`config.mk`:
```
export PLATFORM = sky130hd
export DESIGN_NAME = uart_rx
export DESIGN_NICKNAME = d
export VERILOG_FILES = /design/src/rtl/uart_pkg.sv /design/src/rtl/uart_sync_edge.sv /design/src/rtl/uart_rx.sv
export SDC_FILE = /design/constraint.sdc
export NUM_CORES = 1
export LEC_CHECK = 0
export ABC_AREA = 1
export BUFFER_PORTS_ARGS = -buffer_cell sky130_fd_sc_hd__buf_2
export CAP_MARGIN = 20
export CORE_MARGIN = 1.5
export CORE_UTILIZATION = 25
export CTS_BUF_LIST = sky130_fd_sc_hd__clkbuf_4
export CTS_CLUSTER_DIAMETER = 150
export DETAILED_ROUTE_END_ITERATION = 12
export GPL_TIMING_DRIVEN = 1
export PLACE_DENSITY = 0.44
export SYNTH_ARGS = -nofsm -noshare
export SYNTH_HDL_FRONTEND = slang
export SYNTH_SLANG_ARGS = --single-unit
```
`constraint.sdc`:
```
create_clock -name clk -period 1.4 [get_ports clk]
set_clock_uncertainty 0.15 [all_clocks]
set_input_delay 0.28 -clock clk [delete_from_list [all_inputs] [get_ports clk]]
set_output_delay 0.28 -clock clk [all_outputs]
set_load 0.05 [all_outputs]
```
`src/rtl/uart_pkg.sv`:
```
// uart_pkg: shared UART receiver types and constants
package uart_pkg;
    localparam int UART_DATA_BITS  = 8;
    localparam int UART_OVERSAMPLE = 16;
    typedef enum logic [2:0] {IDLE, START, DATA, STOP, BREAK} rx_state_t;
endpackage

```
`src/rtl/uart_sync_edge.sv`:
```
// uart_sync_edge: N-flop synchronizers for the serial line and the oversample clock, plus tick edge detect
module uart_sync_edge #(
    parameter int N = 2
) (
    input  logic clk,
    input  logic reset,
    input  logic rx_i,
    input  logic lvl_i,
    output logic rx_o,
    output logic tick_o
);
    logic [N-1:0] rx_q;
    logic [N-1:0] lvl_q;
    logic         prev_q;
    always_ff @(posedge clk or negedge reset) begin
        if (!reset) begin
            rx_q   <= '1;
            lvl_q  <= '0;
            prev_q <= 1'b0;
        end else begin
            rx_q   <= {rx_q[N-2:0], rx_i};
            lvl_q  <= {lvl_q[N-2:0], lvl_i};
            prev_q <= lvl_q[N-1];
        end
    end
    assign rx_o   = rx_q[N-1];
    assign tick_o = lvl_q[N-1] & ~prev_q;
endmodule

```
`src/rtl/uart_rx.sv`:
```
// uart_rx: oversampled 8N1 receiver with valid/ready holding register and framing/overrun flags
module uart_rx
    import uart_pkg::*;
#(
    parameter int OVERSAMPLE  = UART_OVERSAMPLE,
    parameter int SYNC_STAGES = 2
) (
    input  logic       clk,
    input  logic       reset,
    input  logic       bclk_x16,
    input  logic       rx_in,
    output logic [7:0] rx_data,
    output logic       rx_valid,
    input  logic       rx_ready,
    output logic       rx_busy,
    output logic       frame_err,
    output logic       overrun_err
);
    localparam int            TW   = $clog2(OVERSAMPLE);
    localparam logic [TW-1:0] MID  = TW'(OVERSAMPLE / 2 - 1);
    localparam logic [TW-1:0] LAST = TW'(OVERSAMPLE - 1);
    rx_state_t                 state_q;
    logic [TW-1:0]             tick_q;
    logic [2:0]                bit_q;
    logic [UART_DATA_BITS-1:0] shift_q;
    logic [UART_DATA_BITS-1:0] data_q;
    logic                      valid_q;
    logic                      busy_q;
    logic                      frame_q;
    logic                      overrun_q;
    logic                      rx_s;
    logic                      tick;
    uart_sync_edge #(.N(SYNC_STAGES)) u_sync (
        .clk   (clk),
        .reset (reset),
        .rx_i  (rx_in),
        .lvl_i (bclk_x16),
        .rx_o  (rx_s),
        .tick_o(tick)
    );
    always_ff @(posedge clk or negedge reset) begin
        if (!reset) begin
            state_q   <= IDLE;
            tick_q    <= '0;
            bit_q     <= '0;
            shift_q   <= '0;
            data_q    <= '0;
            valid_q   <= 1'b0;
            busy_q    <= 1'b0;
            frame_q   <= 1'b0;
            overrun_q <= 1'b0;
        end else begin
            frame_q   <= 1'b0;
            overrun_q <= 1'b0;
            busy_q    <= state_q != IDLE;
            if (valid_q && rx_ready) valid_q <= 1'b0;
            if (tick) begin
                case (state_q)
                    IDLE: if (!rx_s) begin
                        state_q <= START;
                        tick_q  <= '0;
                    end
                    START: begin
                        tick_q <= tick_q + 1'b1;
                        if (tick_q == MID) begin
                            tick_q  <= '0;
                            bit_q   <= '0;
                            state_q <= rx_s ? IDLE : DATA;
                        end
                    end
                    DATA: begin
                        tick_q <= tick_q + 1'b1;
                        if (tick_q == LAST) begin
                            tick_q  <= '0;
                            shift_q <= {rx_s, shift_q[UART_DATA_BITS-1:1]};
                            bit_q   <= bit_q + 1'b1;
                            if (bit_q == 3'd7) state_q <= STOP;
                        end
                    end
                    STOP: begin
                        tick_q <= tick_q + 1'b1;
                        if (tick_q == LAST) begin
                            tick_q <= '0;
                            if (rx_s) begin
                                state_q <= IDLE;
                                // A same-cycle accept frees the register, so the new byte may replace the old one
                                if (!valid_q || rx_ready) begin
                                    data_q  <= shift_q;
                                    valid_q <= 1'b1;
                                end else begin
                                    overrun_q <= 1'b1;
                                end
                            end else begin
                                frame_q <= 1'b1;
                                state_q <= BREAK;
                            end
                        end
                    end
                    BREAK: if (rx_s) state_q <= IDLE;
                    default: state_q <= IDLE;
                endcase
            end
        end
    end
    assign rx_data     = data_q;
    assign rx_valid    = valid_q;
    assign rx_busy     = busy_q;
    assign frame_err   = frame_q;
    assign overrun_err = overrun_q;
endmodule

```
==> impl_metrics.json <==
{
  "maxCapViolCount": 0,
  "route.vias.total": 1309,
  "drt_wl_total_um": 3440,
  "crit_buf_inv": 0,
  "hpwl_um": 2280,
  "netlist_area_mm2": 0.00159,
  "finalSetupTns_ns": -3.33,
  "crit_family": "simple AND/OR/NAND/NOR gates",
  "tightest_slew_ns": 0.227,
  "status": "complete, but fails checks",
  "holdPathStages": 0,
  "cts_tree": "yes",
  "drc": 0,
  "clock-sinks": 35,
  "reg2reg_slack_ns": -0.17,
  "fin_nets": 243,
  "avgSynthCellArea_um2": 9.04,
  "fin_crit_ns": 1.57,
  "root_buffer": "clkbuf_4",
  "clockPowerShare_pct": 19.9,
  "synth_cell_types": 23,
  "dr.pass1.iters": 4,
  "power_mw": 2.77,
  "fmax_mhz": 639,
  "layout_setup_ws_ns": -0.166,
  "slew_headroom_pct": 84.8,
  "yosysSeqAreaShare_pct": 55.2,
  "final_layout_size_suffix_gt1_share_pct": 48.3,
  "p_leak_nw": 1.15,
  "drt_iter0_drc": 39,
  "critPathMaxStageDelay_ns": 0.40,
  "die_w_um": 82.8,
  "dpl_worst_slack_ns": -0.152,
  "arrival_ns": 1.69,
  "core_area_mm2": 0.00603,
  "failed_checks": "setup timing",
  "crit_fanout": 8,
  "pwr-share-comb_pct": 35.9,
  "cts_buffers": 5,
  "ys_warn_count": 0,
  "grt_usage_pct": 11.6,
  "fill_cells": 634,
  "grt_pass1_vias": 1260,
  "irDropWorstVdd_mv": 0.400,
  "hp-class": "flop to flop",
  "critical_path.slowest_cell": "dfrtp_1",
  "die_h_um": 82.8,
  "criticalPathCategory": "flop to flop",
  "die_area_mm2": 0.00685,
  "grt_first_pass_wirelength_um": 5900,
  "ios": 17,
  "grt_max_degree": 36,
  "critPathCaptureType": "flop",
  "p_sw_share_pct": 35.9,
  "antenna_found_initial": 0,
  "dr_wl_met3_um": 76,
  "avgViaCountPerCell": 4.21,
  "ys_async_sr_fraction_pct": 100,
  "antenna_cells": 0,
  "antenna_left": 0,
  "synth_ff_type": "dfrtp_1",
  "synth-edff-count": 0,
  "rows": 28,
  "hold_path_startpoint": "u_sync.lvl_q[0]",
  "top_layer": "met4",
  "finalSetupViolCount": 27,
  "rsz0062_at_grt": "true",
  "cts_htree_levels": 2,
  "clk_latency_ns": 0.33,
  "wl_per_cell_um": 11.1,
  "cp_cell_sequence": "ha_4, nand3_4, nor2_4, nand3_4, nor2_4, nand2_1, nand2_1",
  "ff2ff_path_depth": 7,
  "seq_power_share_pct": 44.3,
  "r2r_start": "tick_q[0]",
  "port_buffers": 16,
  "p_int_mw": 1.78,
  "clk_pin_slew_ns": 0.11,
  "wl_met2_um": 1630,
  "synthCells": 176,
  "grt_overflow": 0,
  "multi_input_comb_area_um2": 737,
  "clockBufferDepth": 2,
  "fin_crit_sh_pct": 112,
  "rr_endpoint": "rx_data[7]",
  "register_area_um2": 883,
  "drv_slew": 0,
  "finalHoldViolCount": 0,
  "syn_nets": 184,
  "start_util_pct": 26.4,
  "place_congestion": 0.741,
  "ys_ff_latch": 35,
  "critPathLaunchType": "flop",
  "p_switching_mw": 0.995,
  "wirelength_met1_um": 1670,
  "area_growth_pct": 46.6,
  "critPathRequiredTime_ns": 1.53,
  "hold-path-endpoint": "u_sync.lvl_q[1]",
  "power_density_mw_per_mm2": 1190
}
-- sequential cells by signal (all words and copies together) (netlist names) --
name           count
shift_q            8
frame_err          1
state_q            3
rx_data            8
u_sync.rx_q        2
u_sync.prev_q      1
tick_q             4
bit_q              3
rx_valid           1
u_sync.lvl_q       2
overrun_err        1
rx_busy            1
-- what timing repair did --
item | CTS | global route
endpoints found under the hold margin | 37 | 0
gates cloned | 1 | 0
buffers inserted | 2 | 9
pin swaps | 7 | 13
hold buffers | 3 | 0
setup endpoints to repair | 35 | 41
resized for setup | 25 | 48
-- cell type report --
class | count | area share (%)
Clock buffer | 6 | 1.93
Tap cell | 75 | 4.02
Multi-Input combinational cell | 119 | 31.6
Clock inverter | 2 | 0.536
Inverter | 20 | 3.54
Timing Repair inverter | 1 | 0.268
Sequential cell | 35 | 37.9
Timing Repair Buffer | 53 | 20.3
-- worst reg2reg max path, cell delays in order, from the launching register on --
cell	delay, ns
dfrtp_1	0.40
ha_4	0.17
nand3_4	0.10
nor2_4	0.16
nand3_4	0.13
nor2_4	0.25
nand2_1	0.09
nand2_1	0.06
-- cell usage after synthesis (2+ instances only) --
cell type	instances	area share, %
a21oi_1	3	0.94
dfrtp_1	33	52
dfstp_2	2	3.3
ha_1	3	2.4
inv_1	17	4.0
inv_2	2	0.47
nand2_1	60	14
nand3_1	11	3.5
nand3_4	2	2.2
nor2_1	9	2.1
nor2_2	3	1.2
nor2_4	2	1.4
o21ai_0	7	2.2
o21ai_1	9	2.8
o21ai_2	5	2.8
-- stage by stage --
step                      cells  cell area, um2  util (%)  hold slack (ns)
after floorplan             176            1600         -           -0.166
after global placement      288            1940      32.2            0.109
after detailed placement    288            1940      32.2            0.107
after CTS                   302            2120      35.2            0.210
after global routing        311            2330      38.7            0.215
final                       311            2330      38.7            0.208
-- kinds of logic (layout without fill, tap and decap cells) --
kind of cell / count (synthesis) / in the layout / share of synthesized area [%]
AND/OR/NAND/NOR: 91 / 91 / 27.0
flip-flops: 35 / 35 / 55.2
AO/OA/AOI/OAI: 24 / 24 / 8.73
buffers and inverters: 22 / 82 / 6.21
adder cells (fa/ha/maj): 3 / 3 / 2.36
XOR/XNOR: 1 / 1 / 0.550
-- placed cells by master, fill, tap and decap left out, types with 2 or more instances in the layout --
| cell | Yosys | final |
|---|---|---|
| buf_2 | 0 | 4 |
| dlygate4sd3_1 | 0 | 3 |
| nor2_2 | 3 | 5 |
| dfstp_2 | 2 | 2 |
| clkbuf_4 | 0 | 9 |
| inv_2 | 2 | 2 |
| nand3_2 | 0 | 8 |
| dfrtp_2 | 0 | 4 |
| nor2_4 | 2 | 4 |
| dfrtp_1 | 33 | 29 |
| nand3_1 | 11 | 3 |
| nor2_1 | 9 | 5 |
| inv_4 | 0 | 2 |
| nand3_4 | 2 | 2 |
| a21oi_2 | 0 | 2 |
| buf_4 | 1 | 27 |
| ha_1 | 3 | 2 |
| inv_1 | 17 | 16 |
| nand2_2 | 1 | 15 |
| o21ai_2 | 5 | 7 |
| buf_6 | 1 | 14 |
| o21ai_1 | 9 | 13 |
| nand2_1 | 60 | 46 |
| buf_12 | 0 | 2 |
-- power groups by stage --
| stage | clock (mW) | sequential (mW) | combinational [mW] |
|---|---|---|---|
| floorplan | 0 | 1.24 | 0.413 |
| finish | 0.552 | 1.23 | 0.995 |
| detailed placement | 0 | 1.23 | 0.768 |
| global route | 0.645 | 1.24 | 1.12 |
| global placement | 0 | 1.22 | 0.782 |
| CTS | 0.587 | 1.22 | 0.836 |
-- layer usage --
metal / track usage [%] / vias up
met5: 0 / -
met4: 5.50 / 0
met3: 2.95 / 6
met2: 17.2 / 13
met1: 15.7 / 619
li1: - / 671
-- worst max-delay path by stage --
stage	startpoint	end	slack [ns]	depth (start not counted)
3_3_place_gp	tick_q[1]	shift_q[1]	-0.12	8
5_1_grt	tick_q[0]	rx_data[2]	-0.25	7
2_1_floorplan	tick_q[0]	shift_q[1]	-0.06	8
3_5_place_dp	tick_q[0]	shift_q[3]	-0.15	8
6_report	tick_q[0]	rx_data[7]	-0.17	7
4_1_cts	tick_q[0]	rx_data[7]	-0.15	7
No activity file was read; power rests on OpenSTA's default activity.
